[config.mk]
export PLATFORM = sky130hd
export DESIGN_NAME = dmem_arbiter
export DESIGN_NICKNAME = d
export VERILOG_FILES = /design/src/rtl/dmem_arbiter_pkg.sv /design/src/rtl/dmem_arbiter.sv
export SDC_FILE = /design/constraint.sdc
export NUM_CORES = 1
export LEC_CHECK = 0
export BUFFER_PORTS_ARGS = -buffer_cell sky130_fd_sc_hd__buf_4
export CORE_ASPECT_RATIO = 0.75
export CORE_UTILIZATION = 40
export CTS_CLUSTER_SIZE = 16
export DETAILED_ROUTE_END_ITERATION = 8
export PLACE_DENSITY_LB_ADDON = 0.15
export SYNTH_ARGS = -nofsm -noshare
export SYNTH_HDL_FRONTEND = slang
export SYNTH_SLANG_ARGS = --single-unit
[constraint.sdc]
create_clock -name CLK -period 1.7 [get_ports CLK]
set_clock_uncertainty 0.15 [all_clocks]
set_input_delay 0.085 -clock CLK [delete_from_list [all_inputs] [get_ports CLK]]
set_output_delay 0.085 -clock CLK [all_outputs]
set_load 0.005 [all_outputs]
[src/rtl/dmem_arbiter_pkg.sv]
// ---------------------------------------------------------------------------
// dmem_arbiter_pkg
//
// Shared definitions for the data-memory arbiter: default data/address
// widths (same values as the core's width macros) and the arbiter FSM
// state encoding.
// ---------------------------------------------------------------------------
package dmem_arbiter_pkg;

  // Default widths, matching the rest of the core
  localparam int DEF_DATA_W = 16;
  localparam int DEF_ADDR_W = 16;

  // Arbiter FSM states
  typedef enum logic [1:0] {
    IDLE    = 2'd0,
    DBG_ACC = 2'd1,
    RESP    = 2'd2
  } arb_state_t;

endpackage

[src/rtl/dmem_arbiter.sv]
// ---------------------------------------------------------------------------
// dmem_arbiter
//
// Shares the single-port synchronous data memory between the EX-stage
// load/store port and an external debug/loader master. The CPU normally
// wins. The debug master waits behind CPU traffic for at most MAX_WAIT
// cycles, after which it is forced in for one cycle and the pipeline is
// stalled if the CPU wanted the memory in that same cycle.
//
// Ports:
//   CLK, RST_N            clock (rising edge), async active-low reset
//   CPU_REQ/WE/ADDR/WDATA EX-stage load/store request
//   CPU_RDATA             load data, the cycle after a granted CPU read
//   CPU_STALL             hold PC, IF/ID and ID/EX this cycle
//   DBG_REQ/WE/ADDR/WDATA debug request, held until DBG_ACK
//   DBG_ACK               one-cycle completion pulse
//   DBG_RDATA             last debug read data
//   MEM_ADDR/WDATA/WE     to data_memory
//   MEM_RDATA             from data_memory, one-cycle read latency
// ---------------------------------------------------------------------------
module dmem_arbiter
  import dmem_arbiter_pkg::*;
#(
  parameter int DATA_W   = DEF_DATA_W,
  parameter int ADDR_W   = DEF_ADDR_W,
  parameter int MAX_WAIT = 8,
  parameter int WAIT_W   = 4
) (
  input  logic              CLK,
  input  logic              RST_N,
  input  logic              CPU_REQ,
  input  logic              CPU_WE,
  input  logic [ADDR_W-1:0] CPU_ADDR,
  input  logic [DATA_W-1:0] CPU_WDATA,
  output logic [DATA_W-1:0] CPU_RDATA,
  output logic              CPU_STALL,
  input  logic              DBG_REQ,
  input  logic              DBG_WE,
  input  logic [ADDR_W-1:0] DBG_ADDR,
  input  logic [DATA_W-1:0] DBG_WDATA,
  output logic              DBG_ACK,
  output logic [DATA_W-1:0] DBG_RDATA,
  output logic [ADDR_W-1:0] MEM_ADDR,
  output logic [DATA_W-1:0] MEM_WDATA,
  output logic              MEM_WE,
  input  logic [DATA_W-1:0] MEM_RDATA
);

  arb_state_t        state_q;
  arb_state_t        state_d;
  logic [WAIT_W-1:0] wait_cnt;
  logic              wait_full;
  logic              dbg_eligible;
  logic              dbg_grant;
  logic              dbg_we_q;
  logic [ADDR_W-1:0] dbg_addr_q;
  logic [DATA_W-1:0] dbg_wdata_q;

  // The request still visible during the ack cycle belongs to the
  // transaction that is just finishing, so it must not start a new one.
  assign dbg_eligible = DBG_REQ & ~DBG_ACK;
  assign wait_full    = (wait_cnt >= WAIT_W'(MAX_WAIT));
  assign dbg_grant    = (state_q == IDLE) & dbg_eligible & (~CPU_REQ | wait_full);

  // Load data comes straight from the memory; only meaningful after a
  // granted CPU read.
  assign CPU_RDATA = MEM_RDATA;

  // State register
  always_ff @(posedge CLK or negedge RST_N) begin
    if (!RST_N) begin
      state_q <= IDLE;
    end else begin
      state_q <= state_d;
    end
  end

  // Next-state logic: a granted debug access always takes exactly
  // one access cycle and one response cycle.
  always_comb begin
    state_d = state_q;
    case (state_q)
      IDLE:    if (dbg_grant) state_d = DBG_ACC;
      DBG_ACC: state_d = RESP;
      RESP:    state_d = IDLE;
      default: state_d = IDLE;
    endcase
  end

  // Output logic: the memory belongs to the CPU except during DBG_ACC,
  // when the captured debug access is presented and any CPU access that
  // cycle is stalled so the pipeline re-presents it next cycle.
  always_comb begin
    MEM_ADDR  = CPU_ADDR;
    MEM_WDATA = CPU_WDATA;
    MEM_WE    = CPU_REQ & CPU_WE;
    CPU_STALL = 1'b0;
    if (state_q == DBG_ACC) begin
      MEM_ADDR  = dbg_addr_q;
      MEM_WDATA = dbg_wdata_q;
      MEM_WE    = dbg_we_q;
      CPU_STALL = CPU_REQ;
    end
  end

  // Starvation counter: counts cycles a debug request is eligible but
  // blocked by the CPU, saturating at MAX_WAIT so the forced grant
  // condition stays true until the grant happens.
  always_ff @(posedge CLK or negedge RST_N) begin
    if (!RST_N) begin
      wait_cnt <= '0;
    end else if (dbg_grant) begin
      wait_cnt <= '0;
    end else if ((state_q == IDLE) && dbg_eligible && CPU_REQ && !wait_full) begin
      wait_cnt <= wait_cnt + WAIT_W'(1);
    end
  end

  // Debug request capture, so the master's inputs need not be stable
  // during the access cycle itself.
  always_ff @(posedge CLK or negedge RST_N) begin
    if (!RST_N) begin
      dbg_we_q    <= 1'b0;
      dbg_addr_q  <= '0;
      dbg_wdata_q <= '0;
    end else if (dbg_grant) begin
      dbg_we_q    <= DBG_WE;
      dbg_addr_q  <= DBG_ADDR;
      dbg_wdata_q <= DBG_WDATA;
    end
  end

  // Debug completion: in RESP the memory output holds the debug read
  // result; the ack is registered so it appears the cycle after RESP.
  always_ff @(posedge CLK or negedge RST_N) begin
    if (!RST_N) begin
      DBG_ACK   <= 1'b0;
      DBG_RDATA <= '0;
    end else begin
      DBG_ACK <= (state_q == RESP);
      if ((state_q == RESP) && !dbg_we_q) begin
        DBG_RDATA <= MEM_RDATA;
      end
    end
  end

endmodule

; Word level (Yosys, flattened, before mapping)
; Cells that the tools add are included.
[word_totals]
regBits = 56
out_inout_bits = 67
wordCells = 35
[classes]
add_sub_neg = 1
n_lt_le_gt_ge = 1
n_eq_ne = 3
muxes = 8
bitwise = 7
n_reduce_logical = 8
[op_table]
columns = cell, count
row1 = $mux 16, 2
row2 = $mux 4, 2
row3 = $add 4x1->4 const B, 1
row4 = $and 1x1->1, 4
row5 = $ge 4x4->1 const B, 1
row6 = $logic_and 1x1->1, 4
row7 = $pmux 2 s2, 1
row8 = $eq 2x1->1 const B, 1
row9 = $eq 2x2->1 const B, 1
row10 = $logic_not 1->1, 2
row11 = $logic_not 2->1, 1
row12 = $mux 1, 2
row13 = $mux 2, 1
row14 = $ne 2x2->1 const B, 1
row15 = $not 1->1, 2
row16 = $reduce_bool 2->1, 1
row17 = $or 1x1->1, 1

; Depth between registers and ports, before layout
; Gate-level depths: netlist of run 1.
[logic_depth]
depth_word = 7
mapped_depth = 5
mapped_depth_nobuf = 4

; Worst setup path after synthesis of run 1
; No wires, ideal clock.
[synth_timing]
path_kind = register -> register
startpoint = reg state_q[1]
endpoint = reg dbg_addr_q[0]
arrival_ns = 1.387
required_ns = 1.425
setup_slack_ns = 0.038
stages_incl_launch_ff = 6
n_path_buf = 2
path_cell_list = dfrtp_1 -> nor4b_4 -> nand2b_1 -> buf_6 -> buf_6 -> mux2_4
[synth_between]
elab_chain_cells = 3
[synth_lines]
columns = item, line_no
row1 = from (decl), dmem_arbiter.sv:49  ; arb_state_t state_q;
row2 = from (signal assigned), dmem_arbiter.sv:74  ; state_q <= state_d;
row3 = $logic_not 2->1, dmem_arbiter.sv:63  ; assign dbg_grant = (state_q == IDLE) & dbg_eligible & (~CPU_REQ | wait_full);
row4 = $and 1x1->1 (2 in a row), dmem_arbiter.sv:63
row5 = to (signal assigned), dmem_arbiter.sv:124  ; dbg_addr_q <= '0;
row6 = to (signal assigned), dmem_arbiter.sv:128  ; dbg_addr_q <= DBG_ADDR;
row7 = to (decl), dmem_arbiter.sv:56  ; logic [ADDR_W-1:0] dbg_addr_q;
; Every way passes these cells.
; A chain may end at the register's enable or synchronous reset.

; Final worst setup path of run 1
[layout_timing]
startpoint = reg state_q[1]
endpoint = out MEM_ADDR[6]
[layout_between]
elab_chain_cells = 2
[layout_lines]
columns = item, line_no
row1 = $eq 2x1->1, dmem_arbiter.sv:98  ; if (state_q == DBG_ACC) begin
row2 = $mux 16, dmem_arbiter.sv:98
row3 = to (decl), dmem_arbiter.sv:43  ; output logic [ADDR_W-1:0] MEM_ADDR,
; Every way passes these cells.

==> flow_summary.rst, run 1 <==
.. list-table::
   :header-rows: 1

   * - Metric
     - Value
   * - Pre-CTS worst setup slack
     - 0.0203 ns
   * - Boundary Pins
     - 153
   * - Synthesis-to-finish area growth
     - 74.1%
   * - Sequential area share after synthesis
     - 0.500
   * - Peak supply drop
     - 0.599 mV
   * - Fraction of final layout cells with drive strength greater than 1
     - 0.645
   * - Violations in the final reports
     - setup timing
   * - Effective utilization at floorplan
     - 0.412
   * - Post-synthesis compound-gate area fraction
     - 0.0107
   * - Result of the run
     - finished with violations
   * - Source-to-sink clock delay at the later pin of the worst-skew pair
     - 0.30 ns
   * - Average via count per standard cell
     - 4.59
   * - Net load switching power
     - 0.00121 W
   * - Std cell rows
     - 26
   * - Largest fanout on the critical path
     - 8
   * - Area share of the largest cell type after synthesis
     - 0.500
   * - First-iteration detailed-routing DRC count
     - 45
   * - Fill cell count
     - 475
   * - Net count after synthesis
     - 279
   * - Worst-path clk slew
     - 0.10 ns
   * - Tightest Pin Transition
     - 0.704 ns
   * - CTS sink cnt
     - 56
   * - Register bit total from synthesis
     - 56
   * - Routed wire length
     - 7240 um
   * - Internal power summed over all cells
     - 0.00338 W
   * - Finish-stage setup viols
     - 54
   * - Largest net degree at the start of global routing
     - 57
   * - Count of inserted antenna diode cells
     - 0
   * - Final weighted congestion in routability-driven placement
     - 0.742
   * - Power density over the cells
     - 941 nW/um^2
   * - Clock buffers created by TritonCTS
     - 5
   * - Portion of netlist area occupied by mux cells
     - 0.364
   * - Placed Cells incl. Taps
     - 410
   * - Clock period minus final worst setup slack
     - 1.94 ns
   * - Total of buffers placed on input and output ports
     - 152
   * - Count of vias placed by the detailed router
     - 2180
   * - Worst-case headroom to the max-slew limit
     - 0.531
   * - Pre-antenna DRT Iters
     - 4
   * - Vias in the first global route
     - 2247
   * - Max frequency
     - 516 MHz
   * - Switch share
     - 0.264
   * - Final global-route overflow total
     - 0
   * - Area contributors post-synth
     - sky130_fd_sc_hd__dfrtp_1, sky130_fd_sc_hd__mux2_4, sky130_fd_sc_hd__mux2_2
   * - Register share of total power
     - 0.445
   * - Number of H-tree branching levels
     - 2
   * - Standard cell core area
     - 6800 um^2
   * - Post-route setup TNS
     - -7.26 ns
   * - Crit share post-route
     - 1.14
   * - CP arrival
     - 1.70 ns
   * - Required time reported for the critical path endpoint
     - 1.46 ns
   * - Finished Core Util
     - 0.718
   * - Horiz. Die Dim
     - 98.7 um
   * - Critical Path End Type
     - output port
   * - Remaining antenna violation count
     - 0
   * - First-pass GRT wire length
     - 11200 um
   * - Antenna violations before repair
     - 0
   * - Simple-gate share of the synthesized area
     - 0.0406
   * - Final number of max-transition violations
     - 0
   * - Post-detailed-placement half-perimeter wirelength
     - 4470 um
   * - Leading cell type in the layout, fill and taps excluded
     - sky130_fd_sc_hd__buf_4
   * - Summed area of non-filler cells in the final layout
     - 4880 um^2
   * - Longest Clk Path Bufs
     - 2
   * - Combinational family with the most area after synthesis
     - multiplexers
   * - Clock power frac
     - 0.163
   * - Unrepaired setup endpoints after global routing
     - yes
   * - Post-synthesis average cell area
     - 14.7 um^2
   * - Average wire per cell in the routed design
     - 15.2 um
   * - Share of total power in combinational logic
     - 0.392
   * - Area enclosed by the die boundary
     - 7350 um^2
   * - Final-report hold violation count
     - 0
   * - Die Span Y
     - 74.5 um
   * - Number of nets in the layout
     - 478
   * - Summed instance area of the synthesized netlist
     - 2800 um^2
   * - Setup Crit Path Kind
     - reg -> out
   * - GRT Resource Usage Total
     - 0.198
   * - Clk root buf
     - sky130_fd_sc_hd__clkbuf_8
   * - Worst Setup Start Kind
     - flop
   * - Least setup slack across all paths after layout
     - -0.239 ns
   * - Adder and majority gate portion of the synthesized area
     - 0.00892
   * - Synth Instances
     - 191
   * - Most frequent cells in the layout
     - sky130_fd_sc_hd__buf_4, sky130_fd_sc_hd__dfrtp_1, sky130_fd_sc_hd__mux2_4, sky130_fd_sc_hd__dlygate4sd3_1, sky130_fd_sc_hd__buf_6
   * - Number of distinct library cells after synthesis
     - 19
   * - Max-cap violation count
     - 0
   * - Worst Hold Class
     - in -> reg
   * - Clock tree from TritonCTS
     - built
   * - Cell type contributing the most total cell area after synthesis
     - sky130_fd_sc_hd__dfrtp_1
   * - XOR/XNOR Fraction of Synth Area
     - 0
   * - Non-filler cells in the finished layout
     - 475
   * - Number of DRC violations after detailed routing
     - 0
   * - Synthesis warning total
     - 0
   * - Placed cell areas
     - 3980 um^2
   * - Leakage dissipation
     - 2.46 nW
power by group through the flow:
stage / sequential [W] / clock [W] / combinational (W)
floorplan: 0.00200 / 0 / 0.000770
global placement: 0.00205 / 0 / 0.00149
detailed placement: 0.00205 / 0 / 0.00152
CTS: 0.00204 / 0.000777 / 0.00177
global route: 0.00210 / 0.000834 / 0.00192
finish: 0.00204 / 0.000749 / 0.00180
path summary, 6_finish.rpt:
kind | start | end | slack [ns] | depth (start not counted)
setup / recovery | state_q[1]$_DFFE_PN0P_ | MEM_ADDR[6] | -0.24 | 6
hold / removal | CPU_REQ | wait_cnt[2]$_DFFE_PN0P_ | 0.09 | 4
setup reg to reg | state_q[1]$_DFFE_PN0P_ | dbg_addr_q[6]$_DFFE_PN0P_ | -0.03 | 5
hold reg to reg | DBG_RDATA[7]$_DFFE_PN0P_ | DBG_RDATA[7]$_DFFE_PN0P_ | 0.35 | 1
max in group asynchronous | RST_N | dbg_wdata_q[7]$_DFFE_PN0P_ | 0.71 | 2
min in group asynchronous | RST_N | dbg_wdata_q[14]$_DFFE_PN0P_ | 0.20 | 2
layout make-up:
class	instances	area, um^2	area share
Clock buffer	6	82.6	0.0169
Timing Repair Buffer	218	1960	0.402
Multi-Input combinational cell	106	1310	0.268
Inverter	3	11.3	0.00231
Clock inverter	2	10.0	0.00205
Tap cell	84	105	0.0215
Sequential cell	56	1400	0.287
cell families after synthesis:
group | after synthesis
AO/OA/AOI/OAI | 6
adder cells (fa/ha/maj) | 2
buffers and inverters | 29
flip-flops | 56
multiplexers | 81
AND/OR/NAND/NOR | 17
per-layer routing:
layer  track usage  vias up  share of wire
met3        0.0470        7          0.048
met2         0.362       68           0.53
met1         0.245     1064           0.42
met5             0        -              0
li1              -     1041              -
met4        0.0415        0         0.0059
through the flow:
stage	total power [W]	hold WS, ns
floorplan	0.00277	-0.361
CTS	0.00460	0.0785
detailed placement	0.00357	0.0403
finish	0.00459	0.0856
global placement	0.00354	0.0341
global route	0.00486	0.101
Yosys cell counts:
cell type,n
sky130_fd_sc_hd__nand2_1,5
sky130_fd_sc_hd__mux2_2,38
sky130_fd_sc_hd__buf_4,16
sky130_fd_sc_hd__and2_1,1
sky130_fd_sc_hd__nor3b_1,1
sky130_fd_sc_hd__inv_1,3
sky130_fd_sc_hd__o21ai_0,4
sky130_fd_sc_hd__or4b_1,1
sky130_fd_sc_hd__dfrtp_1,56
sky130_fd_sc_hd__mux2_4,29
sky130_fd_sc_hd__nand2b_1,2
sky130_fd_sc_hd__nand3_1,2
sky130_fd_sc_hd__nor2b_1,4
sky130_fd_sc_hd__ha_1,2
sky130_fd_sc_hd__nor4b_4,1
sky130_fd_sc_hd__buf_6,5
sky130_fd_sc_hd__buf_2,5
sky130_fd_sc_hd__mux2_1,14
sky130_fd_sc_hd__o21ai_1,2
what timing repair did:
action	CTS	global route
pin swaps	2	0
cloned	2	0
buffers inserted	5	1
hold endpoints to repair	105	0
endpoints found under the setup margin	36	82
hold buffers	50	0
resized for setup	59	7
sequential cells by signal, indices dropped and copies added, names as in the netlist:
signal / cells
dbg_we_q: 1
wait_cnt: 4
DBG_RDATA: 16
dbg_addr_q: 16
state_q: 2
DBG_ACK: 1
dbg_wdata_q: 16
critical path, stage by stage (launching register included):
cell                      delay, ns
sky130_fd_sc_hd__dfrtp_1       0.40
sky130_fd_sc_hd__buf_6         0.13
sky130_fd_sc_hd__nor2b_4       0.17
sky130_fd_sc_hd__buf_12        0.14
sky130_fd_sc_hd__buf_12        0.13
sky130_fd_sc_hd__mux2_4        0.31
sky130_fd_sc_hd__buf_6         0.12
(Power assumes the default switching activity.)
==> run 2, diff against run 1 <==
RECOVER_POWER = 100   (was default)
==> flow_summary.rst, run 2 (synthesis gave the netlist of run 1 again) <==
.. list-table::
   :header-rows: 1

   * - Metric
     - Value
   * - Registers with the highest flip-flop counts
     - DBG_RDATA (16), dbg_addr_q (16), dbg_wdata_q (16)
   * - Max frequency
     - 516 MHz
   * - Clk root buf
     - sky130_fd_sc_hd__clkbuf_8
   * - Fill cell count
     - 479
   * - Most frequent cells in the layout
     - sky130_fd_sc_hd__buf_4, sky130_fd_sc_hd__dfrtp_1, sky130_fd_sc_hd__mux2_4, sky130_fd_sc_hd__dlygate4sd3_1, sky130_fd_sc_hd__clkbuf_4
   * - Count of vias placed by the detailed router
     - 2188
   * - Critical Path End Type
     - output port
   * - GRT Resource Usage Total
     - 0.198
   * - Final weighted congestion in routability-driven placement
     - 0.742
   * - Finish-stage setup viols
     - 49
   * - Worst Hold Class
     - in -> reg
   * - Met3 track utilization from global routing
     - 0.0470
   * - Placed cell areas
     - 3980 um^2
   * - Finished Core Util
     - 0.715
   * - Worst-path clk slew
     - 0.10 ns
   * - Peak supply drop
     - 0.589 mV
   * - Fraction of final layout cells with drive strength greater than 1
     - 0.637
   * - Leakage dissipation
     - 2.44 nW
   * - Result of the run
     - finished with violations
   * - Clock buffers created by TritonCTS
     - 5
   * - Source-to-sink clock delay at the later pin of the worst-skew pair
     - 0.30 ns
   * - Area enclosed by the die boundary
     - 7350 um^2
   * - First-iteration detailed-routing DRC count
     - 35
   * - Violations in the final reports
     - setup timing
   * - Post-detailed-placement half-perimeter wirelength
     - 4470 um
   * - Unrepaired setup endpoints after global routing
     - yes
   * - Antenna violations before repair
     - 0
   * - CP arrival
     - 1.70 ns
   * - Met1 usage in global routing
     - 0.245
   * - Tightest Pin Transition
     - 0.769 ns
   * - Final global-route overflow total
     - 0
   * - Combined flip-flop and latch cell area
     - 1400 um^2
   * - Final-report hold violation count
     - 0
   * - Worst Setup Start Kind
     - flop
   * - Count of inserted antenna diode cells
     - 0
   * - Critical-path cell list
     - buf_6 -> nor2b_4 -> buf_12 -> buf_12 -> mux2_4 -> buf_6
   * - Die Span Y
     - 74.5 um
   * - Largest fanout on the critical path
     - 8
   * - Worst-case headroom to the max-slew limit
     - 0.488
   * - Number of nets in the layout
     - 478
   * - Cell with the biggest individual delay on the critical path
     - sky130_fd_sc_hd__dfrtp_1
   * - Largest net degree at the start of global routing
     - 57
   * - Remaining antenna violation count
     - 0
   * - Crit share post-route
     - 1.14
   * - Least setup slack across all paths after layout
     - -0.240 ns
   * - Longest individual stage delay on the worst path
     - 0.40 ns
   * - Overall Power
     - 0.00457 W
   * - CTS sink cnt
     - 56
   * - Average wire per cell in the routed design
     - 15.2 um
   * - Area of the multi-input gates
     - 1310 um^2
   * - Average via count per standard cell
     - 4.61
   * - Number of DRC violations after detailed routing
     - 0
   * - Required time reported for the critical path endpoint
     - 1.46 ns
   * - Horiz. Die Dim
     - 98.7 um
   * - Final number of max-transition violations
     - 0
   * - Vias in the first global route
     - 2247
   * - Clock period minus final worst setup slack
     - 1.94 ns
   * - Leading cell type in the layout, fill and taps excluded
     - sky130_fd_sc_hd__buf_4
   * - Boundary Pins
     - 153
   * - Std cell rows
     - 26
   * - Power density over the cells
     - 940 nW/um^2
   * - Effective utilization at floorplan
     - 0.412
   * - Post-route setup TNS
     - -7.22 ns
   * - Total of buffers placed on input and output ports
     - 152
   * - Longest Clk Path Bufs
     - 2
   * - First-pass GRT wire length
     - 11200 um
   * - Max-cap violation count
     - 0
   * - Routed wire length
     - 7240 um
   * - GR met2 Demand/Resource
     - 0.362
   * - Number of H-tree branching levels
     - 2
   * - Setup Crit Path Kind
     - reg -> out
   * - Clock tree from TritonCTS
     - built
   * - Summed area of non-filler cells in the final layout
     - 4860 um^2
   * - Standard cell core area
     - 6800 um^2
   * - Synthesis-to-finish area growth
     - 73.4%
   * - Pre-antenna DRT Iters
     - 4
   * - Busiest layer in global routing
     - met2
run 2: cell types whose count changed in the layout (fill, tap and decap cells not counted), sizes merged:
| cell | delta |
|---|---|
| buf | -35 |
| clkbuf | +35 |
run 2: final timing paths:
| check | from | end | slack, ns | cells after the start |
|---|---|---|---|---|
| setup / recovery | state_q[1]$_DFFE_PN0P_ | MEM_ADDR[6] | -0.24 | 6 |
| hold / removal | CPU_REQ | wait_cnt[2]$_DFFE_PN0P_ | 0.08 | 4 |
| setup reg to reg | state_q[1]$_DFFE_PN0P_ | dbg_addr_q[6]$_DFFE_PN0P_ | -0.03 | 5 |
| hold reg to reg | DBG_RDATA[7]$_DFFE_PN0P_ | DBG_RDATA[7]$_DFFE_PN0P_ | 0.35 | 1 |
| max in group asynchronous | RST_N | dbg_wdata_q[5]$_DFFE_PN0P_ | 0.64 | 2 |
| min in group asynchronous | RST_N | dbg_wdata_q[14]$_DFFE_PN0P_ | 0.25 | 2 |
run 2: cell type report:
cell class              instances  area share
clock inverters                 2     0.00206
inverters                       3     0.00232
repair buffers                218       0.400
clock buffers                   6      0.0170
multi-input cells             106       0.269
well taps                      84      0.0216
flip-flops and latches         56       0.288
run 2: worst max-delay path: cells and delay by family, from the launching register on:
family,cells,cell delay (ns)
flip-flops,1,0.40
AND/OR/NAND/NOR,1,0.17
multiplexers,1,0.31
buffers and inverters,4,0.52
run 2: per-layer routing:
| layer | vias up | share of wire |
|---|---|---|
| met5 | - | 0 |
| met4 | 0 | 0.0058 |
| met3 | 5 | 0.047 |
| met2 | 66 | 0.53 |
| met1 | 1074 | 0.42 |
| li1 | 1043 | - |
run 2: power breakdown:
part           total [W]  internal [W]  switching (W)  leakage (nW)
combinational    0.00177       0.00125       0.000522          1.71
clock           0.000756      0.000327       0.000429        0.0510
sequential       0.00204       0.00178       0.000264         0.673
run 2: per-stage QoR:
step                      instances  hold WS (ns)  worst slack, ns
after CTS                       474        0.0785           -0.234
after detailed placement        410        0.0403           0.0203
after floorplan                 191        -0.361           0.0381
after global placement          410        0.0341           0.0370
final                           475        0.0837           -0.240
after global routing            475         0.104           -0.307
run 2: what timing repair did:
item | in CTS | in global routing
setup buffers | 5 | 1
hold endpoints to repair | 105 | 0
cloned | 2 | 0
resized for setup | 59 | 7
hold buffers | 50 | 0
setup endpoints to repair | 36 | 82
pin swaps | 2 | 0
